File: config.mk
export PLATFORM = sky130hd
export DESIGN_NAME = tcam_rule_ctrl
export DESIGN_NICKNAME = d
export VERILOG_FILES = /design/src/rtl/tcam_pkg.sv /design/src/rtl/tcam_row_gen.sv /design/src/rtl/tcam_rule_ctrl.sv
export SDC_FILE = /design/constraint.sdc
export NUM_CORES = 2
export LEC_CHECK = 0
export BUFFER_PORTS_ARGS = -buffer_cell sky130_fd_sc_hd__buf_2
export CORE_MARGIN = 5
export CORE_UTILIZATION = 40
export DETAILED_ROUTE_END_ITERATION = 16
export RECOVER_POWER = 25
export SLEW_MARGIN = 15
export SYNTH_ARGS = -nofsm -noshare
export SYNTH_HDL_FRONTEND = slang
export SYNTH_SLANG_ARGS = --single-unit
File: constraint.sdc
create_clock -name in_clk -period 57.9 [get_ports in_clk]
set_clock_uncertainty 0.2 [all_clocks]
set_input_delay 5.79 -clock in_clk [delete_from_list [all_inputs] [get_ports in_clk]]
set_output_delay 5.79 -clock in_clk [all_outputs]
set_load 0.01 [all_outputs]
File: src/rtl/tcam_pkg.sv
// Shared types and constants for the TCAM rule controller and its row-word generator.
package tcam_pkg;

    localparam int KEY_W   = 28;
    localparam int CHUNK_W = 7;
    localparam int N_ROWS  = 512;
    localparam int ROW_W   = 9;

    localparam logic [ROW_W-1:0] ROW_LAST = ROW_W'(N_ROWS - 1);

    typedef enum logic [1:0] {
        OP_WRITE  = 2'd0,
        OP_INVAL  = 2'd1,
        OP_SEARCH = 2'd2,
        OP_NOP    = 2'd3
    } op_e;

    typedef enum logic [2:0] {
        ST_INIT,
        ST_IDLE,
        ST_SWEEP,
        ST_SRCH,
        ST_WAIT,
        ST_RESP
    } state_e;

    typedef struct packed {
        logic             valid;
        logic [KEY_W-1:0] value;
        logic [KEY_W-1:0] mask;
    } rule_t;

    // Chunk 0 is the most significant 7 bits of the key.
    function automatic logic [CHUNK_W-1:0] chunk_sel(input logic [KEY_W-1:0] v,
                                                     input logic [1:0]       c);
        logic [CHUNK_W-1:0] r;
        r = '0;
        case (c)
            2'd0: r = v[27:21];
            2'd1: r = v[20:14];
            2'd2: r = v[13:7];
            2'd3: r = v[6:0];
        endcase
        return r;
    endfunction

endpackage

File: src/rtl/tcam_row_gen.sv
// Combinational row-word generator: for one array row {chunk, chunk value},
// bit r is set when rule r is valid and matches that chunk value under its mask.
module tcam_row_gen
    import tcam_pkg::*;
#(
    parameter int N_RULES = 32
) (
    input  logic [ROW_W-1:0]      in_row,
    input  rule_t [N_RULES-1:0]   in_rules,
    output logic [N_RULES-1:0]    out_word
);

    logic [1:0]         w_chunk;
    logic [CHUNK_W-1:0] w_x;

    assign w_chunk = in_row[ROW_W-1 -: 2];
    assign w_x     = in_row[CHUNK_W-1:0];

    always_comb begin
        out_word = '0;
        for (int r = 0; r < N_RULES; r++) begin
            out_word[r] = in_rules[r].valid &&
                (((chunk_sel(in_rules[r].value, w_chunk) ^ w_x) &
                  ~chunk_sel(in_rules[r].mask, w_chunk)) == '0);
        end
    end

endmodule

File: src/rtl/tcam_rule_ctrl.sv
// Rule-table controller for a chunked TCAM array: keeps a shadow rule table,
// rewrites all 512 array rows after every rule change and runs key searches.
//
// state    | meaning
// ---------+-----------------------------------------------------------
// ST_INIT  | clear sweep after reset, writes 0 to rows 0..511
// ST_IDLE  | ready for a request
// ST_SWEEP | rewrite rows 0..511 from the updated shadow table
// ST_SRCH  | drive search key to the array
// ST_WAIT  | hold search drive, capture priority-match at the end
// ST_RESP  | present result until consumed
module tcam_rule_ctrl
    import tcam_pkg::*;
#(
    parameter int N_RULES = 32,
    parameter int KEY_W   = 28
) (
    input  logic                         in_clk,
    input  logic                         in_rst,
    input  logic                         in_req_valid,
    output logic                         out_req_ready,
    input  logic [1:0]                   in_req_op,
    input  logic [$clog2(N_RULES)-1:0]   in_req_idx,
    input  logic [KEY_W-1:0]             in_req_value,
    input  logic [KEY_W-1:0]             in_req_mask,
    output logic                         out_resp_valid,
    input  logic                         in_resp_ready,
    output logic [$clog2(N_RULES):0]     out_resp_pma,
    output logic                         out_csb,
    output logic                         out_web,
    output logic [3:0]                   out_wmask,
    output logic [KEY_W-1:0]             out_addr,
    output logic [N_RULES-1:0]           out_wdata,
    input  logic [$clog2(N_RULES):0]     in_pma
);

    state_e                     r_state;
    state_e                     w_state_nxt;
    logic [ROW_W-1:0]           r_row;
    rule_t [N_RULES-1:0]        r_rules;
    logic [KEY_W-1:0]           r_key;
    logic [$clog2(N_RULES):0]   r_pma;

    op_e                        w_op;
    logic                       w_accept;
    logic [N_RULES-1:0]         w_row_word;
    logic [KEY_W-1:0]           w_row_addr;

    assign w_op       = op_e'(in_req_op);
    assign w_accept   = in_req_valid && out_req_ready;
    assign w_row_addr = {{(KEY_W-ROW_W){1'b0}}, r_row};

    tcam_row_gen #(
        .N_RULES (N_RULES)
    ) u_row_gen (
        .in_row   (r_row),
        .in_rules (r_rules),
        .out_word (w_row_word)
    );

    always_ff @(posedge in_clk or posedge in_rst) begin
        if (in_rst) begin
            r_state <= ST_INIT;
            r_row   <= '0;
            r_rules <= '0;
            r_key   <= '0;
            r_pma   <= '0;
        end else begin
            r_state <= w_state_nxt;
            case (r_state)
                ST_INIT, ST_SWEEP: r_row <= (r_row == ROW_LAST) ? '0 : r_row + 1'b1;
                ST_IDLE: begin
                    if (w_accept) begin
                        case (w_op)
                            OP_WRITE:  r_rules[in_req_idx] <= {1'b1, in_req_value, in_req_mask};
                            OP_INVAL:  r_rules[in_req_idx].valid <= 1'b0;
                            OP_SEARCH: r_key <= in_req_value;
                            default: ;
                        endcase
                    end
                end
                ST_WAIT: r_pma <= in_pma;
                default: ;
            endcase
        end
    end

    assign out_resp_pma = r_pma;

    always_comb begin
        w_state_nxt    = r_state;
        out_req_ready  = 1'b0;
        out_resp_valid = 1'b0;
        out_csb        = 1'b1;
        out_web        = 1'b1;
        out_wmask      = 4'h0;
        out_addr       = '0;
        out_wdata      = '0;
        case (r_state)
            ST_INIT: begin
                // Array port stays idle while reset is still held.
                if (!in_rst) begin
                    out_csb   = 1'b0;
                    out_web   = 1'b0;
                    out_wmask = 4'hF;
                    out_addr  = w_row_addr;
                end
                if (r_row == ROW_LAST) w_state_nxt = ST_IDLE;
            end
            ST_IDLE: begin
                out_req_ready = 1'b1;
                if (in_req_valid) begin
                    case (w_op)
                        OP_WRITE, OP_INVAL: w_state_nxt = ST_SWEEP;
                        OP_SEARCH:          w_state_nxt = ST_SRCH;
                        default:            w_state_nxt = ST_IDLE;
                    endcase
                end
            end
            ST_SWEEP: begin
                out_csb   = 1'b0;
                out_web   = 1'b0;
                out_wmask = 4'hF;
                out_addr  = w_row_addr;
                out_wdata = w_row_word;
                if (r_row == ROW_LAST) w_state_nxt = ST_IDLE;
            end
            ST_SRCH: begin
                out_csb     = 1'b0;
                out_addr    = r_key;
                w_state_nxt = ST_WAIT;
            end
            ST_WAIT: begin
                out_csb     = 1'b0;
                out_addr    = r_key;
                w_state_nxt = ST_RESP;
            end
            ST_RESP: begin
                out_resp_valid = 1'b1;
                if (in_resp_ready) w_state_nxt = ST_IDLE;
            end
            default: w_state_nxt = ST_INIT;
        endcase
    end

endmodule
==> metrics.yaml <==
top_usage_layer: "met2"
syn_area_mm2: 0.0876
worstHoldPathCells: 1
postLayoutCoreUtil: 0.446
yosysTopAreaCell: "dfrtp_1"
async_reset_ff_frac: 1.00
finalWirelength_um: 296000
synth-compound-area-share: 0.0668
nNetsFinal: 6829
gr-usage-met1: 0.331
ys_top_cells_by_count: "dfrtp_1 (1870), mux2_2 (1749), xnor2_1 (536)"
seq_area_mm2: 0.0468
ant_nets: 0
rsz0062_at_grt: "false"
placementRows: 171
syn_to_final_growth_pct: 10.8
max_slew.worst_pin.slew_ns: 9.73
power_switching_mw: 1.21
synth_area_leaders: "dfrtp_1 (53%), mux2_2 (22%), xnor2_1 (5.4%)"
hold_viol_final: 0
cts_tree: "built"
ys.flop_type: "dfrtp_1"
grt_util_met2: 0.420
synth-simple-area-share: 0.0569
cts_max_path_buffers: 3
ir_drop_v: 0.0000360
power_density_mw_per_mm2: 38.7
clk_pin_slew_ns: 0.06
htreeDepth: 4
status: "complete, but fails checks"
p_clk_frac: 0.339
max_freq_mhz: 59.8
post-route-period-util: 0.289
stdcell_area_mm2: 0.0971
crit_path_start_kind: "primary input"
drv_cap: 17
min_from: "r_rules[1084]"
initial_core_util: 0.403
numCtsBuffers: 197
worst_ep_arrival_time_ns: 17.33
pwr-share-seq: 0.412
clockRootBuffer: "clkbuf_16"
firstDrtPassIters: 6
critPathMaxFanout: 180
io_buffer_count: 146
reg2reg_slack_ns: 48.05
wire_per_inst_um: 30.2
p_int_mw: 2.54
place_area_mm2: 0.0907
reg2reg_from: "r_row[0]"
antenna_found_initial: 58
drive_gt1_frac: 0.362
post_cts_buffers: 0
hold_class: "flop to flop"
grt_pass1_wl_um: 423000
synthAdderAreaFrac: 0.000286
clkLatencyLatePin_ns: 0.83
yosysTopAreaCellShare: 0.534
r2r_cells: 9
multiInputGateArea_mm2: 0.0377
viasPerCell: 5.95
ys_warn_count: 0
ctsHoldBuffers: 0
pin_count: 147
met3_usage: 0.0389
slew_viol_final: 1212
num_vias: 58268
r2r-end: "r_row[0]"
synth_most_common_cell: "dfrtp_1"
synth_edf_count: 0
drt_iter0_markers: 6167
critPathRequiredTime_ns: 58.50
finalSetupViolCount: 0
setup_tns_ns: 0
hpwlAfterDp_um: 154000
leakagePower_nw: 45.0
grt-ovfl-total: 0
synth_mux_area_frac: 0.249
seq_area_frac_synth: 0.534
core_mm2: 0.218
fp.dieArea_mm2: 0.229
synthesis.instances: 6842
drc: 0
relSlewSlack: -5.49
violations: "capacitance limit, slew limit"
grt_pass1_vias: 57646
finalCriticalPeriod_ns: 16.73
grt_usage: 0.253
synthXorXnorAreaFrac: 0.0556
path_class: "primary input to asynchronous set/reset pin"
ys_ff_latch: 1870
ctsResizeCount: 0
grt_max_degree: 181
endpoint_kind: "asynchronous set/reset pin"
synth_fp_nets: 6917
whs_ns: 0.296
synth_top_family_by_area: "multiplexers"
power.share.combinational: 0.249
synthDistinctLibCells: 79
die_h_um: 478
totalPowerFinal_mw: 3.76
num-fill-cells: 19488
fp.dieW_um: 478
switching_share: 0.323
synth.avg_cell_area_um2: 12.8
hold-path-endpoint: "r_rules[1084]"
place.gp.congestion: 0.816
numClockSinks: 1870
==> routing by layer <==
layer | vias up | wire, µm
li1 | 24370 | -
met1 | 31055 | 120000
met2 | 2281 | 142000
met3 | 552 | 21300
met4 | 10 | 12500
met5 | - | 62
==> critical path: stages <==
cell and delay (ns):
clkbuf_1 0.09, clkinvlp_2 0.27, clkbuf_1 6.72, clkbuf_1 3.23
buf_12 0.69
==> worst max path at each step <==
stage | cells past startpoint | to | from | slack, ns
after global routing | 4 | r_rules[1750] | in_rst | 38.96
after detailed placement | 6 | out_addr[7] | in_rst | 44.92
after floorplan | 5 | out_addr[3] | in_rst | 15.83
after global placement | 6 | out_addr[3] | in_rst | 45.02
final | 5 | r_rules[319] | in_rst | 41.17
after CTS | 6 | out_addr[7] | in_rst | 44.90
==> cells by family (layout without fill, tap and decap cells) <==
group,count (synthesis),in the layout
buffers and inverters,721,784
other,0,27
adders and majority gates,2,2
and+or+nand+nor,922,922
xor gates and xnor gates,556,556
AOI/OAI and AO/OA,857,857
DFF,1870,1870
muxes,1914,1914
==> power by group through the flow <==
stage,clock (mW),sequential [mW],combinational [mW]
floorplan,0,1.51,0.648
global placement,0,1.56,0.911
detailed placement,0,1.57,0.920
CTS,1.29,1.55,0.924
global route,1.35,1.56,0.994
finish,1.27,1.55,0.934
==> flip-flops by register name, summed over array words and instances (netlist names) <==
signal,count
out_resp_pma,6
r_key,28
r_row,9
r_rules,1824
r_state,3
==> placed cells by master (no fill, tap or decap), types with 19 or more instances in the layout <==
master	n
diode_2	27
o22ai_1	94
a31oi_1	56
mux2_4	80
clkbuf_16	202
o221ai_1	110
a211oi_1	19
clkinv_2	27
xnor2_1	536
clkbuf_1	75
o2111ai_1	19
nand2_1	121
clkbuf_8	58
o31ai_1	41
o32ai_1	53
nand3b_1	21
nand3_1	40
a21oi_1	132
inv_1	109
nand2b_1	22
dfrtp_1	1862
a2111oi_0	20
buf_2	136
nor2_1	135
and3b_1	20
buf_4	155
mux2_2	1748
nor3b_1	107
nand4_1	39
or3_1	40
o21ai_0	189
mux2i_1	82
and2_1	24
xor2_1	20
nor3_1	245
==> cell type report <==
cell class | instances | area share
diodes | 27 | 0.000696
clock buffers | 306 | 0.0621
clock inverters | 44 | 0.00479
inverters | 112 | 0.00439
multi-input cells | 4251 | 0.389
flip-flops and latches | 1870 | 0.482
well taps | 2854 | 0.0368
repair buffers | 322 | 0.0205
==> metrics by stage <==
step	std cells	setup WS (ns)
2_1_floorplan	6842	15.83
3_3_place_gp	9409	45.02
3_5_place_dp	9409	44.92
4_1_cts	9759	44.90
5_1_grt	9760	38.96
6_report	9786	41.17
No activity file was read; power rests on OpenSTA's default activity.
